--- config.mk ---
export PLATFORM = sky130hd
export DESIGN_NAME = tpm_cmd_header_parser
export DESIGN_NICKNAME = d
export VERILOG_FILES = /design/src/rtl/tpm_cmd_header_parser.sv
export SDC_FILE = /design/constraint.sdc
export NUM_CORES = 1
export LEC_CHECK = 0
export BUFFER_PORTS_ARGS = -buffer_cell sky130_fd_sc_hd__buf_2
export CAP_MARGIN = 10
export CELL_PAD_IN_SITES_DETAIL_PLACEMENT = 2
export CELL_PAD_IN_SITES_GLOBAL_PLACEMENT = 2
export CORE_MARGIN = 2
export CORE_UTILIZATION = 36
export CTS_CLUSTER_DIAMETER = 60
export DETAILED_ROUTE_END_ITERATION = 10
export PLACE_DENSITY = 0.82
export RECOVER_POWER = 25
export SLEW_MARGIN = 10
export SYNTH_ARGS = -nofsm -noshare
export SYNTH_HDL_FRONTEND = slang
export SYNTH_SLANG_ARGS = --single-unit
--- constraint.sdc ---
create_clock -name clock -period 6.6 [get_ports clock]
set_clock_uncertainty 0.15 [all_clocks]
set_input_delay 0 -clock clock [delete_from_list [all_inputs] [get_ports clock]]
set_output_delay 0 -clock clock [all_outputs]
set_load 0.1 [all_outputs]
--- src/rtl/tpm_cmd_header_parser.sv ---
// TPM command header parser: frames a big-endian command byte stream,
// dispatches tag/size/code/param to management_module. Opt: TPM_CC_RANGE_CHECK_EN.
module tpm_cmd_header_parser #(
  parameter int MAX_CMD_SIZE = 4096,
  parameter int PARAM_BYTES  = 4,
  parameter int PULSE_CYCLES = 1
) (
  input  logic        clock,
  input  logic        reset_n,
  input  logic        byte_valid,
  input  logic [7:0]  byte_data,
  input  logic        byte_last,
  output logic        byte_ready,
  input  logic        cmd_done,
  output logic        keyStart_n,
  output logic [15:0] cmd_tag,
  output logic [31:0] cmd_size,
  output logic [31:0] tpm_cc,
  output logic [32:0] cmd_param,
  output logic        err_valid,
  output logic [31:0] hdr_rc,
  output logic        parser_busy
);

  typedef enum logic [3:0] {
    IDLE,
    TAG,
    SIZE,
    CC,
    PARAM,
    DRAIN,
    DISPATCH,
    WAIT_DONE,
    REJECT
  } state_t;

  localparam logic [31:0] CNT_SAT = 32'(MAX_CMD_SIZE + 1);
  localparam logic [31:0] MAX_SZ  = 32'(MAX_CMD_SIZE);
  localparam logic [31:0] PB      = 32'(PARAM_BYTES);
  localparam logic [15:0] PL_LAST = 16'(PULSE_CYCLES - 1);
  localparam logic [31:0] RC_SIZE = 32'h0000_0142;
  localparam logic [31:0] RC_TAG  = 32'h0000_001E;
  localparam logic [31:0] RC_CC   = 32'h0000_0143;

  state_t      state;
  logic [31:0] cnt;
  logic        size_err;
  logic        tag_err;
  logic [15:0] pcnt;
  logic        done_seen;

  logic        xfer;
  logic        first;
  logic [31:0] idx;
  logic [31:0] idx_nxt;
  logic [15:0] tag_new;
  logic [31:0] size_new;
  logic [31:0] cc_new;
  logic [31:0] size_now;
  logic [31:0] cc_now;
  logic        serr_n;
  logic        terr_n;
  logic        cap;
  logic        cc_bad;
  state_t      rx_next;

  // Per-byte framing decode: field position, sticky error update, next rx state
  always_comb begin
    xfer     = byte_valid & byte_ready;
    first    = (state == IDLE);
    idx      = first ? 32'd0 : cnt;
    idx_nxt  = (idx >= CNT_SAT) ? CNT_SAT : idx + 32'd1;
    tag_new  = {cmd_tag[7:0], byte_data};
    size_new = {cmd_size[23:0], byte_data};
    cc_new   = {tpm_cc[23:0], byte_data};
    size_now = (idx == 32'd5) ? size_new : cmd_size;
    cc_now   = (idx == 32'd9) ? cc_new : tpm_cc;
    serr_n   = first ? 1'b0 : size_err;
    terr_n   = first ? 1'b0 : tag_err;
    cap      = 1'b0;
    cc_bad   = 1'b0;
    rx_next  = DRAIN;
    if (idx == 32'd1 && tag_new != 16'h8001 && tag_new != 16'h8002)
      terr_n = 1'b1;
    if (idx == 32'd5 && (size_new < 32'd10 || size_new > MAX_SZ))
      serr_n = 1'b1;
    if (byte_last) begin
      if (idx < 32'd5 || idx_nxt != size_now)
        serr_n = 1'b1;
    end else if (idx >= 32'd5 && idx_nxt == size_now) begin
      serr_n = 1'b1;
    end
    if (!serr_n && idx >= 32'd10 && idx < cmd_size
        && (idx - 32'd10) < PB)
      cap = 1'b1;
`ifdef TPM_CC_RANGE_CHECK_EN
    cc_bad = (cc_now < 32'h0000_011F) || (cc_now > 32'h0000_0193);
`else
    cc_bad = 1'b0;
`endif
    if (idx_nxt < 32'd2)
      rx_next = TAG;
    else if (idx_nxt < 32'd6)
      rx_next = SIZE;
    else if (idx_nxt < 32'd10)
      rx_next = CC;
    else if (!serr_n && idx_nxt < size_now
             && (idx_nxt - 32'd10) < PB)
      rx_next = PARAM;
    else
      rx_next = DRAIN;
  end

  // Main FSM: capture fields, judge the frame, pulse keyStart_n, await cmd_done
  always_ff @(posedge clock or negedge reset_n) begin
    if (!reset_n) begin
      state       <= IDLE;
      cnt         <= '0;
      size_err    <= 1'b0;
      tag_err     <= 1'b0;
      pcnt        <= '0;
      done_seen   <= 1'b0;
      byte_ready  <= 1'b1;
      keyStart_n  <= 1'b1;
      cmd_tag     <= '0;
      cmd_size    <= '0;
      tpm_cc      <= '0;
      cmd_param   <= '0;
      err_valid   <= 1'b0;
      hdr_rc      <= '0;
      parser_busy <= 1'b0;
    end else begin
      unique case (state)
        IDLE, TAG, SIZE, CC, PARAM, DRAIN: begin
          if (xfer) begin
            cnt      <= idx_nxt;
            size_err <= serr_n;
            tag_err  <= terr_n;
            if (first)
              cmd_param <= '0;
            if (idx < 32'd2)
              cmd_tag <= tag_new;
            else if (idx < 32'd6)
              cmd_size <= size_new;
            else if (idx < 32'd10)
              tpm_cc <= cc_new;
            else if (cap)
              cmd_param <= {1'b1, cmd_param[23:0], byte_data};
            parser_busy <= 1'b1;
            if (byte_last) begin
              byte_ready <= 1'b0;
              if (serr_n || terr_n || cc_bad) begin
                state     <= REJECT;
                err_valid <= 1'b1;
                hdr_rc    <= serr_n ? RC_SIZE :
                             terr_n ? RC_TAG : RC_CC;
              end else begin
                state      <= DISPATCH;
                hdr_rc     <= '0;
                keyStart_n <= 1'b0;
                pcnt       <= '0;
                done_seen  <= 1'b0;
              end
            end else begin
              state <= rx_next;
            end
          end
        end
        DISPATCH: begin
          if (cmd_done)
            done_seen <= 1'b1;
          if (pcnt == PL_LAST) begin
            keyStart_n <= 1'b1;
            state      <= WAIT_DONE;
          end else begin
            pcnt <= pcnt + 16'd1;
          end
        end
        WAIT_DONE: begin
          if (cmd_done)
            done_seen <= 1'b1;
          if (done_seen || cmd_done) begin
            state       <= IDLE;
            byte_ready  <= 1'b1;
            parser_busy <= 1'b0;
            done_seen   <= 1'b0;
          end
        end
        REJECT: begin
          err_valid   <= 1'b0;
          state       <= IDLE;
          byte_ready  <= 1'b1;
          parser_busy <= 1'b0;
        end
        default: begin
          state       <= IDLE;
          byte_ready  <= 1'b1;
          keyStart_n  <= 1'b1;
          err_valid   <= 1'b0;
          parser_busy <= 1'b0;
        end
      endcase
    end
  end

endmodule
==> results of run 1 <==
[sequential cells by signal, summed over array words and instances, names as in the netlist]
signal       flops
cmd_param       33
parser_busy      1
cmd_size        32
size_err         1
cmd_tag         16
cnt             32
tag_err          1
tpm_cc          32
err_valid        1
done_seen        1
keyStart_n       1
pcnt            16
state            4
byte_ready       1
hdr_rc           3
[timing repair]
action                     in CTS  in global routing
hold buffers                   15                  0
gates resized for setup         0                  2
setup endpoints to repair       0                 42
hold endpoints to repair      137                  0
[worst paths after layout]
check                      cells past startpoint  slack (ns)          from            end
setup / recovery                              19        0.42      state[1]      done_seen
hold / removal                                 4        0.29  byte_data[6]   cmd_param[6]
setup reg to reg                              19        0.42      state[1]      done_seen
hold reg to reg                                2        0.35   parser_busy    parser_busy
max in group asynchronous                      3        1.48       reset_n       state[1]
min in group asynchronous                      2        1.90       reset_n  cmd_param[29]
[cells in the mapped netlist, types with 3 or more instances]
| cell type | instances |
|---|---|
| dfrtp_1 | 173 |
| nand2_1 | 143 |
| nor2_1 | 87 |
| inv_1 | 74 |
| a21oi_1 | 70 |
| ha_1 | 69 |
| o21ai_0 | 61 |
| mux2_2 | 59 |
| clkbuf_1 | 57 |
| and2_1 | 50 |
| mux2i_1 | 36 |
| nand4_1 | 34 |
| buf_4 | 29 |
| nor3_1 | 24 |
| nand3_1 | 23 |
| nor4_1 | 22 |
| a31oi_1 | 17 |
| a21o_1 | 13 |
| a41oi_1 | 12 |
| and3_1 | 12 |
| xnor2_1 | 12 |
| nand2b_1 | 9 |
| o21a_1 | 9 |
| or4_1 | 8 |
| nor2b_1 | 7 |
| xor2_1 | 7 |
| and4_1 | 6 |
| or3_1 | 6 |
| a211oi_1 | 5 |
| o31ai_1 | 5 |
| a2111oi_0 | 4 |
| a22oi_1 | 4 |
| nor3b_1 | 4 |
| nor4b_1 | 4 |
| o2111ai_1 | 4 |
| or2_2 | 4 |
| a211o_1 | 3 |
| nor4_4 | 3 |
| o221ai_1 | 3 |
[critical path, stage by stage (launching register included)]
cell and delay (ns):
dfrtp_1 0.51, or4_1 0.72, and2_1 0.29, inv_1 0.13, ha_1 0.21, nor3b_1 0.27, nand4_1 0.14, nand3_1 0.24
o21ai_1 0.27, nor3_1 0.41, ha_1 0.20, and4_1 0.18, nor4b_2 0.39, nand3b_1 0.23, nor2b_1 0.23, or3b_1 0.38
nand4_1 0.24, a21oi_1 0.15, a31oi_1 0.21, dlygate4sd3_1 0.57
[cells by family (layout without fill, tap and decap cells)]
logic type               count (synthesis)  in the layout  share of synthesized area, %
AO/OA/AOI/OAI                          234            234                         13.34
AND/OR/NAND/NOR                        451            451                         20.86
adder cells (fa/ha/maj)                 69             69                         7.873
flip-flops                             175            175                         39.96
buffers and inverters                  164            274                         7.074
multiplexers                            95             95                         9.345
other                                    1             45                       0.03420
XOR/XNOR                                19             19                         1.518
[per-stage QoR]
stage                     util (%)  hold WS [ns]  cell area (µm²)
after floorplan                  -       -0.4456            11130
after global placement       40.14       0.03733            11960
after detailed placement     40.14       0.03413            11960
after CTS                    42.76        0.1194            12740
after global routing         42.72        0.2920            12730
final                        42.72        0.2911            12730
[final cells by class]
class                   instances  area (µm²)  area share (%)
well taps                     390       488.0           3.834
flip-flops and latches        175        4382           34.42
multi-input cells             913        5992           47.08
clock inverters                15       203.9           1.602
inverters                      74       277.8           2.182
clock buffers                  17       425.4           3.342
repair buffers                168       959.7           7.540
[power groups by stage]
stage	registers (mW)	clock network (mW)	logic [mW]
2_1_floorplan	1.09	0	0.0951
3_3_place_gp	1.09	0	0.120
3_5_place_dp	1.09	0	0.121
4_1_cts	1.07	1.10	0.129
5_1_grt	1.07	1.16	0.142
6_report	1.07	1.10	0.133
[metal layers]
layer	global-route usage, %	vias up	routed length, µm
li1	-	4503	-
met1	33.36	5220	17860
met2	49.73	285	22110
met3	4.668	90	1752
met4	11.59	0	1583
met5	0	-	0
==> flow_metrics.tcl, run 1 <==
set metrics [dict create \
    vias_per_cell 5.764 \
    mostFrequentLayoutCell "dfrtp_1" \
    fin_crit_ns 6.182 \
    p_leak_nw 6.499 \
    netlist_instances 1208 \
    p_clk_share_pct 47.7 \
    tns_ns 0 \
    violations "max-capacitance violations, max-slew violations" \
    dp.cells 1705 \
    crit_type "reg2reg" \
    rsz0062_at_grt "no" \
    slew-limit-headroom_pct -237.0 \
    ir_drop_v 0.0001651 \
    wl_per_cell_um 24.72 \
    grt_usage_pct 27.98 \
    antenna_found_initial 0 \
    p_comb_share_pct 5.8 \
    coreArea_mm2 0.02980 \
    yosys_warnings 0 \
    cts_buffers 17 \
    power_mw 2.304 \
    initial_core_util_pct 36.80 \
    p_switching_mw 0.6892 \
    yosys.area.top_type_share_pct 39.48 \
    ant_nets 0 \
    finalNonFillerCells 1752 \
    yosysUniqueCellTypes 67 \
    grt_max_degree 103 \
    nFillCells 3327 \
    synth_area_leaders "dfrtp_1 (39%), ha_1 (7.9%), mux2_2 (6.1%)" \
    avgSynthCellArea_um2 9.077 \
    dr.first_iter.drc_count 661 \
    vias 10100 \
    finalCritPeriodShare_pct 93.66 \
    crit_arrival_ns 6.43 \
    setup_viol 0 \
    die_area_mm2 0.03187 \
    worst_pin_slew_ns 5.054 \
    async_flop_share_pct 100.0 \
    cts_root_buf "clkbuf_16" \
    die_h_um 178.5 \
    layout_common_cells "dfrtp_1 (173), nand2_1 (143), buf_2 (117)" \
    crit_path_end_kind "flip-flop" \
    seqPwrFrac_pct 46.5 \
    layout-drive-gt1-share_pct 17.69 \
    dpl.hpwl_um 29870 \
    yosys.area.top_type "dfrtp_1" \
    crit_required_ns 6.85 \
    grt_pass1_wl_um 67150 \
    wl_um 43300 \
    max_freq_mhz 161.8 \
    finalMaxSlewViolations 103 \
    clk_pin_slew_ns 0.08 \
    overflow 0 \
    grt_pass1_vias 11240 \
    drc 0 \
    cts_tree "done" \
    htree_levels 4 \
    dieWidth_um 178.5 \
    synth-seq-cells 175 \
    cts_num_sinks 175 \
    syn-cell-area_mm2 0.01097 \
    synth-main-ff-cell "dfrtp_1" \
    critical_path.max_fanout 10 \
    rows 63 \
    post_cts_buffers 0 \
    yosysSeqAreaShare_pct 39.96 \
    drt_pass1_iterations 5 \
    clk_latency_ns 0.46 \
    place_congestion 0.8757 \
    fin_nets 1431 \
    synth_edf_count 0 \
    p_sw_share_pct 29.91 \
    dpl_worst_slack_ns 0.4711 \
    num_antenna_cells 0 \
    power_density_mw_per_mm2 181.0 \
    maxCapViolCount 1 \
    io_pins 162 \
    intPower_mw 1.615 \
    cp-start-kind "flip-flop" \
    status "finished with violations" \
    port_buffers 135 \
    cts_buffer_depth 2 \
    min_path_type "in2reg" \
    syn_to_final_growth_pct 16.08 \
    final.setup.worst_slack_ns 0.4181 \
    timing_hold_violations_final 0 \
]
Power figures use the tool's default switching activity.
==> run 2, diff against run 1 <==
CORE_UTILIZATION = 32   (was 36)
PLACE_DENSITY = 0.78   (was 0.82)
clock period = 5.31 ns   (was 6.6 ns; I/O delays follow)
==> run 2 against run 1 <==
Compared with the run above:
- the flow still finishes with violations (max-capacitance violations, max-slew violations)
- routed wire length fell by 3.1%
- cell count is 4.9% higher
- core utilization is 3.8 points lower
- clock power rose by 27%
- flip-flop and latch count stayed put
- power rose by 26%
- sequential power is 24% higher
- via count decreased by 0.47%
- die area up 12%
- cell area increased by 2.8%
- largest cell class unchanged
- highest routed layer is now met5
==> flow_metrics.tcl, run 2 (same netlist as run 1, synthesis figures left out) <==
set metrics [dict create \
    path_cells "or4_4 > and2_2 > inv_1 > ha_2 > nand4_1 > nor4_4 > buf_4 > buf_8 > nor2_1 > a21oi_1 > ha_1 > and4_1 > a21oi_1 > a21oi_1 > a211oi_1 > o21ai_0 > a2111oi_0 > a31oi_1" \
    initial_core_util_pct 32.62 \
    crit_top_cell "a21oi_1" \
    postLayoutCellArea_mm2 0.01308 \
    clk_latency_ns 0.46 \
    min_path_type "in2reg" \
    die_h_um 189.1 \
    maxCapViolCount 1 \
    finalNonFillerCells 1837 \
    ir_drop_v 0.0002300 \
    path_delay_family "compound AO/OA/AOI/OAI gates" \
    syn_to_final_growth_pct 19.31 \
    cts_num_sinks 175 \
    dp.cells 1787 \
    layout_common_cells "dfrtp_1 (173), nand2_1 (143), buf_2 (107)" \
    rows 67 \
    grt_usage_pct 23.51 \
    cts_root_buf "clkbuf_16" \
    path_buf_inv 3 \
    port_buffers 135 \
    power_density_mw_per_mm2 221.1 \
    place_congestion 0.8605 \
    clk_pin_slew_ns 0.09 \
    tns_ns 0 \
    die_area_mm2 0.03576 \
    drt_pass1_iterations 5 \
    violations "max-capacitance violations, max-slew violations" \
    vias 10050 \
    crit_required_ns 5.45 \
    num_antenna_cells 0 \
    cts_buffers 17 \
    crit_arrival_ns 5.34 \
    worst_pin_slew_ns 2.563 \
    rr_endpoint "state[0]" \
    dpl-instance-area_mm2 0.01223 \
    ant_nets 0 \
    crit_type "reg2reg" \
    holdPathStages 4 \
    critical_path.max_fanout 16 \
    grt_pass1_vias 11020 \
    timing.rr.start "state[0]" \
    finalCritPeriodShare_pct 98.08 \
    drc 0 \
    dpl.hpwl_um 29990 \
    overflow 0 \
    dr.first_iter.drc_count 525 \
    p_leak_nw 6.622 \
    grt_max_degree 94 \
    power_mw 2.893 \
    crit_path_end_kind "flip-flop" \
    slew-limit-headroom_pct -70.84 \
    whs_ns 0.2837 \
    hold_start "byte_data[6]" \
    vias_per_cell 5.471 \
    finalMaxSlewViolations 94 \
    antenna_found_initial 2 \
    status "finished with violations" \
    fin_nets 1458 \
    final.setup.worst_slack_ns 0.1022 \
    grt_pass1_wl_um 64850 \
    max_freq_mhz 192.0 \
    nFillCells 3789 \
    regMostFlops "cmd_param" \
    r2r_slack_ns 0.10 \
    timing_hold_violations_final 0 \
    post-route-util_pct 38.92 \
    coreArea_mm2 0.03362 \
    largest_reg_flops 33 \
    holdPathEnd "cmd_param[6]" \
    cp-start-kind "flip-flop" \
    cts_tree "done" \
    io_pins 162 \
    layout-drive-gt1-share_pct 19.37 \
    htree_levels 4 \
    cpPeakStageDelay_ns 0.90 \
    setup_viol 0 \
    fin_crit_ns 5.208 \
    r2r_cells 18 \
    dieWidth_um 189.1 \
    dpl_worst_slack_ns 0.07723 \
    wl_per_cell_um 22.85 \
    mostFrequentLayoutCell "dfrtp_1" \
    wl_um 41970 \
    critPathSlowestCell "a2111oi_0" \
    cts_buffer_depth 2 \
]
[run 2: changes by cell type in the layout (fill, tap and decap cells not counted), moves of 2 or more]
cell and delta:
buf_8 +2, dlygate4sd3_1 -2, buf_2 -10, clkinv_4 -2, buf_4 +25, clkbuf_1 +10
[run 2: layout make-up]
| cell class | count | area, µm² | share of cell area [%] |
|---|---|---|---|
| Multi-Input combinational cell | 913 | 6036 | 46.14 |
| Inverter | 74 | 277.8 | 2.123 |
| Timing Repair Buffer | 195 | 1174 | 8.971 |
| Sequential cell | 175 | 4382 | 33.49 |
| Clock buffer | 17 | 425.4 | 3.252 |
| Clock inverter | 15 | 227.7 | 1.741 |
| Tap cell | 448 | 560.5 | 4.285 |
[run 2: worst min-delay path: stages]
cell	delay (ns)
dlygate4sd3_1	0.53
buf_2	0.17
inv_1	0.08
mux2i_1	0.07
[run 2: worst max path at each step]
stage | endpoint | start | slack (ns) | depth (start not counted)
after detailed placement | cmd_param[11] | state[0] | 0.08 | 18
after floorplan | pcnt[11] | state[0] | 0.06 | 21
after global placement | pcnt[12] | state[0] | 0.37 | 17
final | state[0] | state[0] | 0.10 | 18
after CTS | cmd_param[11] | state[0] | 0.08 | 19
after global routing | cmd_param[11] | state[1] | -0.13 | 18
[run 2: report_power, final]
group / switching, mW / total (mW) / internal, mW
sequential: 0.0000000000000000194 / 1.33 / 1.33
combinational: 0.141 / 0.165 / 0.0243
clock: 0.696 / 1.40 / 0.700
[run 2: timing repair]
action,CTS,global route
resized for setup,1,13
hold endpoints to repair,129,0
setup buffers,0,3
gates cloned,0,2
hold buffers,13,0
setup endpoints to repair,4,55
pin swaps,0,5
[run 2: layer usage]
layer	vias up	wire, µm	global-route usage (%)
met1	5225	18330	29.76
li1	4560	-	-
met4	4	1044	7.843
met3	70	1523	3.930
met2	192	21050	40.60
met5	-	26	0
==> run 3, diff against run 2 <==
CAP_MARGIN = 25   (was 10)
RECOVER_POWER = unset   (was 25)
==> run 3 against run 2 <==
Compared with the run above:
- the flow now finishes without violations
- routed wire length hardly changed
- sequential power is essentially flat
- cell count is essentially flat
- global-route usage unchanged
- power hardly changed
- critical path depth unchanged
- register-to-register slack worse by 0.02 ns
- first-iteration DRC count is 2.1% lower
- combinational power barely moved
- die area unchanged
- core utilization up 0.15 points
- clock-buffer cell count unchanged
- largest cell class unchanged
- largest power group unchanged
==> flow_metrics.tcl, run 3 (same netlist as run 1, synthesis figures left out) <==
set metrics [dict create \
    critPathSlowestCell "or4_4" \
    largest_reg_flops 33 \
    dpl.hpwl_um 29990 \
    max_freq_mhz 191.2 \
    finalCritPeriodShare_pct 98.47 \
    clk_latency_ns 0.46 \
    cts_root_buf "clkbuf_16" \
    grt_max_degree 94 \
    wl_um 41970 \
    nFillCells 3768 \
    ir_drop_v 0.0002289 \
    ant_nets 0 \
    final.setup.worst_slack_ns 0.08121 \
    syn_to_final_growth_pct 19.76 \
    cts_buffers 17 \
    crit_required_ns 5.53 \
    dpl-instance-area_mm2 0.01223 \
    dieWidth_um 189.1 \
    timing_hold_violations_final 0 \
    layout_common_cells "dfrtp_1 (173), nand2_1 (143), buf_2 (134)" \
    wl_per_cell_um 22.83 \
    crit_type "reg2reg" \
    die_h_um 189.1 \
    htree_levels 4 \
    mostFrequentLayoutCell "dfrtp_1" \
    overflow 0 \
    layout-drive-gt1-share_pct 21.37 \
    power_mw 2.894 \
    dpl_worst_slack_ns 0.07723 \
    antenna_found_initial 2 \
    dr.first_iter.drc_count 514 \
    status "complete, no violations" \
    drt_pass1_iterations 5 \
    vias_per_cell 5.464 \
    grt_usage_pct 23.51 \
    r2r_slack_ns 0.08 \
    p_leak_nw 6.750 \
    crit_arrival_ns 5.45 \
    grt_pass1_wl_um 64850 \
    rows 67 \
    r2r_cells 18 \
    crit_path_end_kind "flip-flop" \
    path_cells "or4_4 > and2_2 > inv_1 > ha_2 > nand4_1 > nor4_4 > clkbuf_16 > nor2_1 > a21oi_1 > ha_1 > nand4_1 > nor4b_4 > nand2_1 > nor2_1 > nand4_1 > a2111o_2 > buf_12 > mux2i_1" \
    post-route-util_pct 39.07 \
    timing.rr.start "state[0]" \
    setup_viol 0 \
    port_buffers 135 \
    coreArea_mm2 0.03362 \
    rr_endpoint "cmd_param[11]" \
    min_path_type "in2async" \
    fin_nets 1459 \
    clk_pin_slew_ns 0.08 \
    die_area_mm2 0.03576 \
    critical_path.max_fanout 33 \
    crit_top_cell "nand4_1" \
    path_buf_inv 3 \
    cts_buffer_depth 2 \
    initial_core_util_pct 32.62 \
    cts_num_sinks 175 \
    finalMaxSlewViolations 0 \
    fin_crit_ns 5.229 \
    regMostFlops "cmd_param" \
    slew-limit-headroom_pct 38.48 \
    io_pins 162 \
    num_antenna_cells 0 \
    cpPeakStageDelay_ns 0.57 \
    grt_pass1_vias 11020 \
    path_delay_family "simple AND/OR/NAND/NOR gates" \
    place_congestion 0.8605 \
    vias 10040 \
    drc 0 \
    cts_tree "done" \
    maxCapViolCount 0 \
    worst_pin_slew_ns 0.8996 \
    postLayoutCellArea_mm2 0.01313 \
    power_density_mw_per_mm2 220.4 \
    cp-start-kind "flip-flop" \
]
## run 3: cell types whose count changed in the layout (fill, tap and decap cells not counted), sizes merged
cell,before,now
buf,153,181
clkbuf,46,19
## run 3: final cells by class
class	count	area (µm²)	area share, %
multi-input cells	913	6036	45.96
clock buffers	17	425.4	3.239
repair buffers	196	1224	9.318
inverters	74	277.8	2.115
clock inverters	15	227.7	1.734
well taps	448	560.5	4.268
flip-flops and latches	175	4382	33.37
## run 3: timing repair
| action | in CTS | in global routing |
|---|---|---|
| cloned | 0 | 2 |
| gates resized for setup | 1 | 13 |
| hold buffers | 13 | 0 |
| setup endpoints to repair | 4 | 55 |
| endpoints found under the hold margin | 129 | 0 |
| pin swaps | 0 | 5 |
| buffers inserted | 0 | 3 |
## run 3: how the worst max path moves through the flow
| stage | startpoint | endpoint | cells after the start | slack, ns |
|---|---|---|---|---|
| floorplan | state[0] | pcnt[11] | 21 | 0.06 |
| global placement | state[0] | pcnt[12] | 17 | 0.37 |
| detailed placement | state[0] | cmd_param[11] | 18 | 0.08 |
| CTS | state[0] | cmd_param[11] | 19 | 0.08 |
| global route | state[1] | cmd_param[11] | 18 | -0.16 |
| finish | state[0] | cmd_param[11] | 18 | 0.08 |
## run 3: where the power goes
| group | total, mW | switching, mW | internal (mW) |
|---|---|---|---|
| logic | 0.166 | 0.141 | 0.0249 |
| registers | 1.33 | 0.0000000000000000200 | 1.33 |
| clock network | 1.40 | 0.697 | 0.700 |
| total | 2.89 | 0.838 | 2.06 |
## run 3: layer usage
metal | part of all wire (%) | vias to the layer above | GRT usage [%]
met3 | 3.4 | 66 | 3.930
li1 | - | 4557 | -
met4 | 2.4 | 4 | 7.843
met2 | 50 | 205 | 40.60
met1 | 44 | 5210 | 29.76
met5 | 0.062 | - | 0
## run 3: worst register-to-register path, delay by kind of cell (launching register included)
family	cells	cell delay (ns)
and+or+nand+nor	10	2.64
adders and majority gates	2	0.41
AOI/OAI and AO/OA	2	0.71
DFF	1	0.40
buffers and inverters	3	0.59
muxes	1	0.22
## run 3: metrics by stage
step	std cells	TNS [ns]	hold WS, ns
final	1838	0	0.01454
after global routing	1838	-4.675	0.09332
after CTS	1832	0	0.08904
after detailed placement	1787	0	-0.005447
after global placement	1787	0	-0.01448
after floorplan	1252	0	-0.4456
